$ cat config.mk
export PLATFORM = sky130hd
export DESIGN_NAME = dmem_arbiter
export DESIGN_NICKNAME = d
export VERILOG_FILES = /design/src/rtl/dmem_arb_pkg.sv /design/src/rtl/dmem_arbiter.sv
export SDC_FILE = /design/constraint.sdc
export NUM_CORES = 1
export LEC_CHECK = 0
export ABC_AREA = 1
export BUFFER_PORTS_ARGS = -buffer_cell sky130_fd_sc_hd__buf_4
export CAP_MARGIN = 20
export CORE_ASPECT_RATIO = 0.75
export CORE_MARGIN = 4
export CORE_UTILIZATION = 40
export DETAILED_ROUTE_END_ITERATION = 8
export PLACE_DENSITY = 0.75
export SYNTH_ARGS = -nofsm -noshare
export SYNTH_HDL_FRONTEND = slang
export SYNTH_SLANG_ARGS = --single-unit
$ cat constraint.sdc
create_clock -name clk -period 2.89 [get_ports clk]
set_clock_uncertainty 0.2 [all_clocks]
set_input_delay 0.578 -clock clk [delete_from_list [all_inputs] [get_ports clk]]
set_output_delay 0.578 -clock clk [all_outputs]
set_load 0.05 [all_outputs]
$ cat src/rtl/dmem_arb_pkg.sv
// dmem_arb_pkg: shared types and default sizes for the data-memory arbiter
package dmem_arb_pkg;
  localparam int DMEM_DATA_W = 32;
  localparam int DMEM_ADDR_W = 9;
  localparam int DMEM_MAX_WAIT = 4;
  localparam logic [DMEM_ADDR_W-1:0] DMEM_AUX_BASE = 9'h100;
  localparam logic [DMEM_ADDR_W-1:0] DMEM_AUX_LIMIT = 9'h1FF;
  typedef enum logic {OWNER_CORE, OWNER_AUX} owner_e;
  typedef struct packed {
    logic we;
    logic [DMEM_ADDR_W-1:0] addr;
    logic [DMEM_DATA_W-1:0] wdata;
  } mem_req_t;
endpackage

$ cat src/rtl/dmem_arbiter.sv
// dmem_arbiter: core/aux data-memory arbiter with starvation guard; DMEM_ARB_BOUNDS_EN adds an aux address window check
module dmem_arbiter
  import dmem_arb_pkg::*;
#(
  parameter int DATA_W = DMEM_DATA_W,
  parameter int ADDR_W = DMEM_ADDR_W,
  parameter int MAX_WAIT = DMEM_MAX_WAIT,
  parameter logic [ADDR_W-1:0] AUX_BASE = ADDR_W'(DMEM_AUX_BASE),
  parameter logic [ADDR_W-1:0] AUX_LIMIT = ADDR_W'(DMEM_AUX_LIMIT)
) (
  input  logic              clk,
  input  logic              reset,
  input  logic              c_req,
  input  logic              c_we,
  input  logic [ADDR_W-1:0] c_addr,
  input  logic [DATA_W-1:0] c_wdata,
  output logic              c_gnt,
  output logic              c_stall,
  output logic              c_rvalid,
  output logic [DATA_W-1:0] c_rdata,
  input  logic              a_req,
  input  logic              a_we,
  input  logic [ADDR_W-1:0] a_addr,
  input  logic [DATA_W-1:0] a_wdata,
  output logic              a_gnt,
  output logic              a_rvalid,
  output logic [DATA_W-1:0] a_rdata,
  output logic              a_err,
  output logic              mem_wr,
  output logic              mem_rd,
  output logic [ADDR_W-1:0] mem_addr,
  output logic [DATA_W-1:0] mem_wr_data,
  input  logic [DATA_W-1:0] mem_rd_data
);
`ifdef DMEM_ARB_BOUNDS_EN
  localparam bit BOUNDS_EN = 1'b1;
`else
  localparam bit BOUNDS_EN = 1'b0;
`endif
  localparam int WW = $clog2(MAX_WAIT + 2);
  logic [WW-1:0] wait_cnt_q, wait_cnt_d;
  logic rsp_pending_q, rsp_pending_d;
  owner_e rsp_owner_q, rsp_owner_d;
  logic rsp_err_q, rsp_err_d;
  logic a_err_q, a_err_d;
  logic [DATA_W-1:0] c_rdata_q, c_rdata_d, a_rdata_q, a_rdata_d;
  logic starve, a_oob, mem_go, win_we;
  // Arbitration, memory drive and read-return steering
  always_comb begin
    starve = wait_cnt_q == WW'(MAX_WAIT);
    a_gnt = a_req & (~c_req | starve);
    c_gnt = c_req & ~a_gnt;
    c_stall = c_req & ~c_gnt;
    a_oob = BOUNDS_EN & ((a_addr < AUX_BASE) | (a_addr > AUX_LIMIT));
    win_we = a_gnt ? a_we : c_we;
    mem_go = c_gnt | (a_gnt & ~a_oob);
    mem_wr = mem_go & win_we;
    mem_rd = mem_go & ~win_we;
    mem_addr = mem_go ? (a_gnt ? a_addr : c_addr) : '0;
    mem_wr_data = mem_go ? (a_gnt ? a_wdata : c_wdata) : '0;
    wait_cnt_d = (a_req & ~a_gnt) ? wait_cnt_q + WW'(1) : '0;
    rsp_pending_d = (c_gnt & ~c_we) | (a_gnt & ~a_we);
    rsp_owner_d = a_gnt ? OWNER_AUX : OWNER_CORE;
    rsp_err_d = a_gnt & a_oob & ~a_we;
    a_err_d = a_gnt & a_oob;
    c_rvalid = rsp_pending_q & (rsp_owner_q == OWNER_CORE);
    a_rvalid = rsp_pending_q & (rsp_owner_q == OWNER_AUX);
    c_rdata_d = c_rvalid ? mem_rd_data : c_rdata_q;
    a_rdata_d = a_rvalid ? (rsp_err_q ? '0 : mem_rd_data) : a_rdata_q;
    c_rdata = c_rdata_d;
    a_rdata = a_rdata_d;
    a_err = a_err_q;
  end
  // Starvation counter, outstanding-read tag and held read data
  always_ff @(posedge clk or negedge reset) begin
    if (!reset) begin
      wait_cnt_q <= '0;
      rsp_pending_q <= 1'b0;
      rsp_owner_q <= OWNER_CORE;
      rsp_err_q <= 1'b0;
      a_err_q <= 1'b0;
      c_rdata_q <= '0;
      a_rdata_q <= '0;
    end else begin
      wait_cnt_q <= wait_cnt_d;
      rsp_pending_q <= rsp_pending_d;
      rsp_owner_q <= rsp_owner_d;
      rsp_err_q <= rsp_err_d;
      a_err_q <= a_err_d;
      c_rdata_q <= c_rdata_d;
      a_rdata_q <= a_rdata_d;
    end
  end
endmodule

==> results.toml <==
[sta]
post-route-min-period_ns = 2.70
max_freq_ghz = 0.370
setup-tns-final_ns = 0
slew_viol_final = 0
hold_viol_final = 0
worstMarginPinSlew_ns = 0.847
setup_viol = 0
holdWs_ns = 0.160
rsz0062_at_grt = "no"
fin_crit_sh = 0.934
slew-limit-headroom = 0.435

[clock_tree]
cts_tree = "yes"
cts_hold_buf = 0
clock_path_buffers = 2
cts_htree_levels = 3
path_clk_slew_ns = 0.06
cts_buffers = 9
clk_latency_ns = 0.32
post_cts_buffers = 0
cts.sinks = 69
ctsResizeCount = 0
cts-root-buf = "clkbuf_16"

[finish]
nNetsFinal = 766
fill_cells = 691
stdcell_count = 754
final_layout_size_suffix_gt1_frac = 0.414
n_antenna_cell = 0
area_delta_synth_final_pct = 60.5
finalInstanceArea_um2 = 5440

[drt]
vias = 3553
drt_iter0_markers = 145
drtPass1Iterations = 4
drc_errors = 0
wire_per_inst_um = 15.3
viasPerCell = 4.71
postRouteAntennaNets = 0
finalWirelength_mm = 11.5

[global_route]
grt_pass1_vias = 3682
grt_max_degree = 70
antenna_found_initial = 0
grt_pass1_wl_mm = 18.1
grt.total_usage = 0.231
overflow = 0

[logic_synthesis]
syn-num-nets = 544
syn_area_um2 = 3390
synth.avg_cell_area_um2 = 8.03
synth-seq-cells = 69
synth.yosys.seq_area_share = 0.509
yosys_warnings = 0
yosysUniqueCellTypes = 22
syn_inst = 422

[worst_setup_path]
arrival_ns = 1.92
end_kind = "output port"
reg2regPathDepth = 4
path_class = "reg -> out"
required_ns = 2.11
r2r-start = "rsp_pending_q$_DFF_PN0_"
r2r-end = "a_rdata_q[10]$_DFF_PN0_"
r2r_setup_slack_ns = 1.28
endpoint = "mem_wr_data[1]"
cp-startpoint = "wait_cnt_q[0]$_DFF_PN0_"
worstPathMaxFanout = 14
crit_path_start_kind = "flop"

[die]
coreArea_um2 = 8060
die_h_um = 87.7
ioPinCount = 233
die_area_um2 = 10000
die_w_um = 114
initial_core_util = 0.421
rows = 28

[placed_design]
place_area_um2 = 5130
place.port_buffers = 231
place_hpwl_mm = 9.18
post-place-cells = 738
place_congestion = 1.13

[run]
maxCapViolCount = 0

[power]
power_density_nw_per_um2 = 756
ir_worst_vdd_v = 0.000435
fin_total_pwr_w = 0.00412
p_leak_nw = 3.11

[outcome]
status = "finished, final reports clean"

[worst_hold_path]
holdCritPathClass = "in -> async"
## routing by layer
| layer | track usage | routed length, um | vias up |
|---|---|---|---|
| met4 | 0.105 | 435 | 0 |
| met2 | 0.401 | 5840 | 142 |
| met5 | 0 | 0 | - |
| li1 | - | - | 1771 |
| met1 | 0.262 | 4200 | 1613 |
| met3 | 0.0773 | 1050 | 27 |
## registers in the layout (all words and copies together), names as in the netlist
register / cells
wait_cnt_q: 3
a_rdata_q: 32
c_rdata_q: 32
rsp_owner_q: 1
rsp_pending_q: 1
## layout by cell type (no fill, tap or decap), drive strengths merged
cell type / instances
nand2: 147
inv: 45
nor2: 19
bufinv: 1
conb: 1
or2: 1
nand3b: 8
clkbuf: 9
clkinv: 2
ha: 2
nand3: 35
buf: 239
a21oi: 1
o21ai: 64
nor3b: 1
xnor2: 1
clkinvlp: 2
nor3: 2
dfrtp: 69
## critical path, cell delays in order, from the launching register on
cell and delay (ns):
dfrtp_1 0.39, inv_1 0.06, ha_1 0.13, nand2_1 0.10, a21oi_4 0.27, buf_4 0.25
nor2_1 0.08, nor2_1 0.11, buf_4 0.21
## per-stage QoR
step / worst slack [ns] / util
floorplan: 0.199 / -
global placement: 0.331 / 0.637
detailed placement: 0.293 / 0.637
CTS: 0.0670 / 0.674
global route: 0.0207 / 0.675
finish: 0.191 / 0.675
## cells in the mapped netlist, drive strengths merged
| master | instances | share of area |
|---|---|---|
| nand2 | 147 | 0.16 |
| dfrtp | 69 | 0.51 |
| o21ai | 64 | 0.10 |
| inv | 43 | 0.048 |
| nand3 | 35 | 0.052 |
| buf | 23 | 0.056 |
| nor2 | 19 | 0.021 |
| nand3b | 8 | 0.018 |
| clkbuf | 5 | 0.0055 |
| ha | 2 | 0.0074 |
| nor3 | 2 | 0.0030 |
| a21oi | 1 | 0.0048 |
| conb | 1 | 0.0011 |
| nor3b | 1 | 0.0022 |
| or2 | 1 | 0.0018 |
| xnor2 | 1 | 0.0026 |
## cell type report
class,instances,area [um^2],share of cell area
clock buffer,9,225,0.0414
clock inverter,7,72.6,0.0133
inverter,43,161,0.0297
multi-input combinational,282,1300,0.239
sequential,69,1730,0.317
tap,105,131,0.0241
timing repair buffer,239,1820,0.335
## cell families after synthesis
logic type	Yosys count	share of synthesized area
adder cells (fa/ha/maj)	2	0.00738
buffers and inverters	71	0.109
other	1	0.00111
flip-flops	69	0.509
AO/OA/AOI/OAI	65	0.109
XOR/XNOR	1	0.00258
AND/OR/NAND/NOR	213	0.261
## how the worst min path moves through the flow
stage / start / endpoint / slack [ns] / cells past startpoint
finish: reset / c_rdata_q[12]$_DFF_PN0_ / 0.16 / 1
global route: reset / a_rdata_q[14]$_DFF_PN0_ / 0.25 / 1
CTS: reset / c_rdata_q[14]$_DFF_PN0_ / 0.20 / 1
detailed placement: c_rdata_q[5]$_DFF_PN0_ / c_rdata_q[5]$_DFF_PN0_ / 0.26 / 2
global placement: c_rdata_q[30]$_DFF_PN0_ / c_rdata_q[30]$_DFF_PN0_ / 0.25 / 2
floorplan: reset / a_rdata_q[0]$_DFF_PN0_ / 0.08 / 0
## power breakdown
| part | internal (W) | total (W) | switching [W] | leakage (nW) |
|---|---|---|---|---|
| logic | 0.000534 | 0.00182 | 0.00129 | 2.12 |
| registers | 0.00116 | 0.00121 | 0.0000522 | 0.849 |
| clock network | 0.000670 | 0.00108 | 0.000412 | 0.142 |
Power figures use the tool's default switching activity.
